### src/rtl/seq_table.sv
// seq_table: lookup table that self-fills with base + i*step (mod 2^DATA_W),
// supports run-time re-fill, single-entry writes and a registered read port.
// Ports:
//   clk, rst_n                  clock, async active-low reset
//   init_req, base_in, step_in  re-fill request (taken only when ready)
//   ready                       table filled, port accepts reads/writes
//   rd_en, rd_addr              read request
//   rd_valid, rd_data, rd_err   registered read result (1-cycle pulse)
//   wr_en, wr_addr, wr_data     single-entry write
module seq_table #(
  parameter int DATA_W = 4,
  parameter int DEPTH  = 8,
  parameter int ADDR_W = 3,
  parameter int unsigned INIT_BASE = 0,
  parameter int unsigned INIT_STEP = 2
) (
  input  logic              clk,
  input  logic              rst_n,
  input  logic              init_req,
  input  logic [DATA_W-1:0] base_in,
  input  logic [DATA_W-1:0] step_in,
  output logic              ready,
  input  logic              rd_en,
  input  logic [ADDR_W-1:0] rd_addr,
  output logic              rd_valid,
  output logic [DATA_W-1:0] rd_data,
  output logic              rd_err,
  input  logic              wr_en,
  input  logic [ADDR_W-1:0] wr_addr,
  input  logic [DATA_W-1:0] wr_data
);

  typedef enum logic {
    FILL,
    READY
  } state_t;

  localparam logic [ADDR_W-1:0] LAST =
    ADDR_W'(DEPTH - 1);
  localparam logic [ADDR_W:0] DEPTH_L =
    (ADDR_W + 1)'(DEPTH);
  localparam logic [DATA_W-1:0] BASE0 =
    DATA_W'(INIT_BASE);
  localparam logic [DATA_W-1:0] STEP0 =
    DATA_W'(INIT_STEP);

  state_t            state;
  state_t            state_nx;
  logic [ADDR_W-1:0] idx;
  logic [ADDR_W-1:0] idx_nx;
  logic [DATA_W-1:0] acc;
  logic [DATA_W-1:0] acc_nx;
  logic [DATA_W-1:0] step;
  logic [DATA_W-1:0] step_nx;
  logic              fill_we;

  logic [DATA_W-1:0] mem [DEPTH];

  logic accept;
  logic rd_go;
  logic rd_in;
  logic wr_go;

  always_ff @(posedge clk or negedge rst_n) begin
    if (!rst_n) begin
      state <= FILL;
      idx   <= '0;
      acc   <= BASE0;
      step  <= STEP0;
    end else begin
      state <= state_nx;
      idx   <= idx_nx;
      acc   <= acc_nx;
      step  <= step_nx;
    end
  end

  always_comb begin
    state_nx = state;
    idx_nx   = idx;
    acc_nx   = acc;
    step_nx  = step;
    fill_we  = 1'b0;
    unique case (state)
      FILL: begin
        fill_we = 1'b1;
        acc_nx  = acc + step;
        idx_nx  = idx + 1'b1;
        if (idx == LAST) begin
          idx_nx   = '0;
          state_nx = READY;
        end
      end
      READY: begin
        if (init_req) begin
          acc_nx   = base_in;
          step_nx  = step_in;
          idx_nx   = '0;
          state_nx = FILL;
        end
      end
      default: state_nx = FILL;
    endcase
  end

  assign ready  = (state == READY);
  // a re-fill request wins over any access in the same cycle
  assign accept = ready & ~init_req;
  assign rd_go  = accept & rd_en;
  assign rd_in  = ({1'b0, rd_addr} < DEPTH_L);
  assign wr_go  = accept & wr_en &
                  ({1'b0, wr_addr} < DEPTH_L);

  always_ff @(posedge clk or negedge rst_n) begin
    if (!rst_n) begin
      for (int i = 0; i < DEPTH; i++) begin
        mem[i] <= '0;
      end
    end else if (fill_we) begin
      mem[idx] <= acc;
    end else if (wr_go) begin
      mem[wr_addr] <= wr_data;
    end
  end

  // storage is read on the same edge it is written,
  // so a colliding read returns the old entry
  always_ff @(posedge clk or negedge rst_n) begin
    if (!rst_n) begin
      rd_valid <= 1'b0;
      rd_data  <= '0;
      rd_err   <= 1'b0;
    end else begin
      rd_valid <= rd_go;
      if (rd_go) begin
        if (rd_in) begin
          rd_data <= mem[rd_addr];
          rd_err  <= 1'b0;
        end else begin
          rd_data <= '0;
          rd_err  <= 1'b1;
        end
      end
    end
  end

endmodule
### config.mk
export PLATFORM = sky130hd
export DESIGN_NAME = seq_table
export DESIGN_NICKNAME = d
export VERILOG_FILES = /design/src/rtl/seq_table.sv
export SDC_FILE = /design/constraint.sdc
export NUM_CORES = 1
export LEC_CHECK = 0
export ABC_AREA = 1
export ABC_CLOCK_PERIOD_IN_PS = 1800
export BUFFER_PORTS_ARGS = -buffer_cell sky130_fd_sc_hd__buf_2
export CAP_MARGIN = 20
export CELL_PAD_IN_SITES_DETAIL_PLACEMENT = 0
export CELL_PAD_IN_SITES_GLOBAL_PLACEMENT = 2
export CORE_UTILIZATION = 33
export DETAILED_ROUTE_END_ITERATION = 10
export PLACE_DENSITY = 0.86
export SYNTH_ARGS = -nofsm -noshare
export SYNTH_HDL_FRONTEND = slang
export SYNTH_SLANG_ARGS = --single-unit
### constraint.sdc
create_clock -name clk -period 1.8 [get_ports clk]
set_input_delay 0.09 -clock clk [delete_from_list [all_inputs] [get_ports clk]]
set_output_delay 0.09 -clock clk [all_outputs]
set_load 0.01 [all_outputs]
# Yosys cells after proc, flatten, opt, wreduce, memory -nomap -nowiden
# Index checks and enable logic that the tools add are counted.
[op_classes] add_sub_neg=2 order_cmp=5 eq_ne=3 muxes=19 n_bitwise=8 reduce_logical=3
[op_table] op="$bwmux 32" n=2
[op_table] op="$mux 32" n=2
[op_table] op="$demux 4 s3" n=2
[op_table] op="$mux 4" n=5
[op_table] op="$bmux 4 s3" n=1
[op_table] op="$ge 4x4->1 const B" n=3
[op_table] op="$not 3->4" n=3
[op_table] op="$lt 4x1->1 const B" n=2
[op_table] op="$pmux 4 s2" n=1
[op_table] op="$mux 3" n=2
[op_table] op="$pmux 3 s2" n=1
[op_table] op="$add 4x4->4" n=1
[op_table] op="$add 3x1->3 const B" n=1
[op_table] op="$and 1x1->1" n=3
[op_table] op="$eq 3x3->1 const B" n=1
[op_table] op="$logic_and 1x1->1" n=2
[op_table] op="$mux 1" n=2
[op_table] op="$ne 2x1->1 const B" n=1
[op_table] op="$ne 2x2->1 const B" n=1
[op_table] op="$not 1->1" n=2
[op_table] op="$pmux 1 s2" n=1
[op_table] op="$reduce_and 2->1" n=1
[totals] reg_bits=49 inputBits=23 out_inout_bits=7 wordCells=54

# Longest topological paths before layout
[depth] depth_word=8 ltp_mapped=9 mapped_depth_nobuf=8

# Worst setup path before layout
# No wires, ideal clock.
[synth_path] path_type="reg2reg" from="reg acc[0]" to="reg acc[2]" setup_ps=138 arrival_ps=1177 required_time_ps=1662 path_slack_ps=484 stages_incl_launch_ff=6 path_buffers=0 period_less_slack_ps=1316 cell_sequence="dfrtp_1 -> ha_1 -> inv_1 -> fa_1 -> xor2_1 -> o221ai_1"
[synth_via] elab_chain_len=2
[synth_lines] item="start, declared" line="51" source="logic [DATA_W-1:0] acc;"
[synth_lines] item="start signal, assigned" line="73" source="acc <= acc_nx;"
[synth_lines] item="$add 4x4->4" line="87" source="acc_nx = acc + step;"
[synth_lines] item="$pmux 4 s2" line="84" source="unique case (state)"
# No other way between the ends.
# A chain may end at the register's enable or synchronous reset.

# Worst setup path after layout
[layout_path] from="reg state (netlist: ready)" to="reg mem[5] (netlist bit)"
[layout_via] elab_chain_len=3 elab_cells_between_ends=4 cone_classes="1 x eq/ne; 1 x mux; 2 x bitwise"
[layout_lines] item="start, declared" line="47" source="state_t state;"
[layout_lines] item="start signal, assigned" line="71" source="state <= state_nx;"
[layout_lines] item="$and 1x1->1" line="108" source="assign accept = ready & ~init_req;"
[layout_lines] item="$and 1x1->1" line="111" source="assign wr_go = accept & wr_en &"
[layout_lines] item="$ne 2x1->1 (no source line)"
[layout_lines] item="end signal, assigned by index" line="122" source="mem[wr_addr] <= wr_data;"
[layout_lines] item="end, declared" line="57" source="logic [DATA_W-1:0] mem [DEPTH];"
# Several ways; a longest one is shown, not always the timed one.

==> impl_results.md <==
- Outcome: completed
- Hold Vio Cnt, Final: 0
- Most common cell on crit path: nand2_1
- Maximum clock rate: 658 MHz
- Die footprint: 0.00927 mm2
- Crit path max-delay family: flip-flops
- Synth Area in Adders: 2.82%
- Synth Flop Type: dfrtp_1
- Clk sinks: 49
- Clock skew: 0.0106 ns
- R2R cell count: 8
- Commonest non-fill, non-tap cell in the layout: nand2_1
- Critical R2R Capture: mem[5]
- Mux contribution to synthesized area: 0%
- Compound-Gate Fraction of Synth Area: 11.9%
- Part of the power in registers: 40.6%
- Crit path depth: 8
- Number of CTS-inserted buffers: 5
- I/O pin count: 30
- Max Cap Viol: 0
- Final setup fails: 0
- Drt wl/cell: 14.4 um
- CP Buf/Inv Count: 2
- Critical path's slowest cell: dfrtp_1
- Die span in x: 96.3 um
- Placed cell count: 552
- Asr flop ratio synth: 100%
- Dpl ws: 0.282 ns
- Final Total Pwr: 4.63 mW
- EDFF count, synth: 0
- Critical path arrival: 1.74 ns
- Die Height: 96.3 um
- Nets: 485
- Worst Setup Slack, final: 0.279 ns
- Crit start category: flop
- Final Slew Violations: 0
- Final period util: 84.5%
- CP peak stage delay: 0.51 ns
- Vias in the first global route: 2705
- CTS Buffer Depth: 2
- RR Startpoint: ready
- Post-layout min period: 1.52 ns
- Largest net degree at the start of global routing: 23
- Cell Area, Synth: 0.00293 mm2
- WP data required: 2.02 ns
- Cell Rows: 34
- Residual DRC: 0
- Final WL: 8.12 mm
- Crit Path Max Fanout: 11
- Reg2reg setup slack: 0.28 ns
- Core ar.: 0.00868 mm2
- Sw frac: 44.8%
- Internal cell power: 2.55 mW
- Comb power frac: 44.9%
- Dpl hpwl: 6.43 mm
- Hold path startpoint: base_in[1]
- Measured slew at the worst slew-check pin: 0.509 ns
- Switching power: 2.07 mW
- Register area: 0.00123 mm2
- Critical path capture point type: flop
- RSZ-0062 raised after global routing: false
- Slew margin rel.: 66.1%
- XOR/XNOR Fraction of Synth Area: 0.597%
- First-pass GRT wire length: 13.7 mm
- Total grt overflow: 0
- First drt pass iteration count: 5
- Area growth syn-to-layout: 13.4%
- Critical Path Start: ready
- Layout Utilization: 38.3%
- Post-CTS Setup Inserts: 0
- Crit path to: mem[5]
- Leakage power total: 1.70 nW
- Post-DRT Antenna Nets: 0
- Initial core utilization: 33.8%
- Post-route setup TNS: 0 ns
- Clk network pwr share: 14.5%
- Fillers: 982
- Share of post-route cells with drive strength above 1: 11.6%
- Antenna violations before repair: 0
- WS Path Type: reg2reg
- Insertion delay to the later sink of the worst-skew pair: 0.31 ns
- Register area share after synthesis: 41.9%
- Avg Synthesized Cell Area: 6.98 um2
- Synthesized-area fraction occupied by and/or/nand/nor cells: 34.1%
- Root buffer selected by CTS: clkbuf_8
- Cell Chain, Critical Path: buf_4 > nor2_1 > nand2_1 > nand2_1 > nand2_1 > inv_1 > nand2_1 > o21ai_0
- Tot GR Track Use: 20.1%
- Largest family of logic cells by synthesized area: simple AND/OR/NAND/NOR gates
- # diodes: 0
- Area occupied by multi-input gates: 0.00145 mm2
- Hold WC Path Type: in2reg
- Mapped Cells: 420
- Cell Count, Final, Fillers Out: 565
- Flops & latches, synth: 49
- Commonest cells after routing, fill and taps aside: 165 x nand2_1, 52 x inv_1, 48 x dfrtp_1, 45 x nand3_1, 45 x o21ai_0
- Port bufs: 28
- Net Count, Synth: 449
- H-tree Lvls: 2
- Number of warnings issued by yosys: 0
- Resized cells post-CTS: 0
- Netlist cell types: 31
- DR iter-0 viols: 180
- Clk slew on worst S/H paths: 0.09 ns
- CTS tree: built
- Via count: 2768
- GP Congestion: 0.842
- PwrDens: 1390 mW/mm2
- Peak supply drop: 377 uV
- Via density: 4.90
## worst reg2reg max path: cells and delay by family, from the launching register on
| kind | cells | cell delay, ns |
|---|---|---|
| AOI/OAI and AO/OA | 1 | 0.08 |
| buffers and inverters | 2 | 0.39 |
| DFF | 1 | 0.51 |
| and+or+nand+nor | 5 | 0.46 |
## synthesized netlist by cell type, types with 2 or more instances
cell | n | area [um2]
nand2_1 | 165 | 619
dfrtp_1 | 48 | 1200
buf_2 | 3 | 15.0
o22ai_1 | 12 | 75.1
ha_1 | 5 | 62.6
inv_1 | 52 | 195
o21ai_2 | 2 | 17.5
nand3_2 | 2 | 20.0
nor2_2 | 2 | 12.5
nand2_2 | 2 | 12.5
o21ai_0 | 45 | 225
o221ai_1 | 2 | 17.5
buf_4 | 2 | 15.0
nor2_1 | 17 | 63.8
nand3_1 | 45 | 225
## per-stage QoR
stage	area (um2)	hold WS [ns]
2_1_floorplan	2930	-0.206
3_3_place_gp	3190	0.0922
3_5_place_dp	3190	0.0975
4_1_cts	3330	0.00295
5_1_grt	3330	0.00542
6_report	3330	0.00987
## registers in the layout (all words and copies together) (netlist names)
name,cells
acc,4
idx,3
mem,32
rd_data,4
rd_valid,1
ready,1
step,4
## per-layer routing
layer	global-route usage [%]	vias up	routed length, um
li1	-	1419	-
met1	27.4	1266	4030
met2	32.8	69	3700
met3	2.76	14	240
met4	5.97	0	157
met5	0	-	0
## how the worst min path moves through the flow
stage / to / slack [ns] / cells past startpoint
final: acc[1] / 0.01 / 3
after floorplan: acc[0] / -0.21 / 0
after global routing: acc[1] / 0.005 / 3
after global placement: mem[13] / 0.09 / 1
after CTS: acc[1] / 0.003 / 3
after detailed placement: mem[13] / 0.1 / 1
## what timing repair did
action / in CTS / in global routing
endpoints found under the hold margin: 24 / 0
hold buffers: 5 / 0
endpoints found under the setup margin: 0 / 0
## power by group through the flow
stage	Sequential [mW]	Clock [mW]	Combinational [mW]
6_report	1.88	0.672	2.08
5_1_grt	1.96	0.744	2.41
4_1_cts	1.88	0.706	2.09
3_5_place_dp	1.90	0	2.07
3_3_place_gp	1.91	0	2.05
2_1_floorplan	1.82	0	1.52
## layout make-up
class	instances	share of cell area (%)
sequential	49	36.9
multi-input combinational	309	43.6
tap	108	4.06
clock inverter	3	0.640
timing repair buffer	36	6.40
inverter	55	6.28
clock buffer	5	2.07
## kinds of logic after synthesis
kind of cell    after synthesis
fa+ha+maj                     6
buf+inv                      62
flops                        49
simple gates                237
other cells                   1
xor+xnor                      2
compound gates               63
Power figures use the tool's default switching activity.
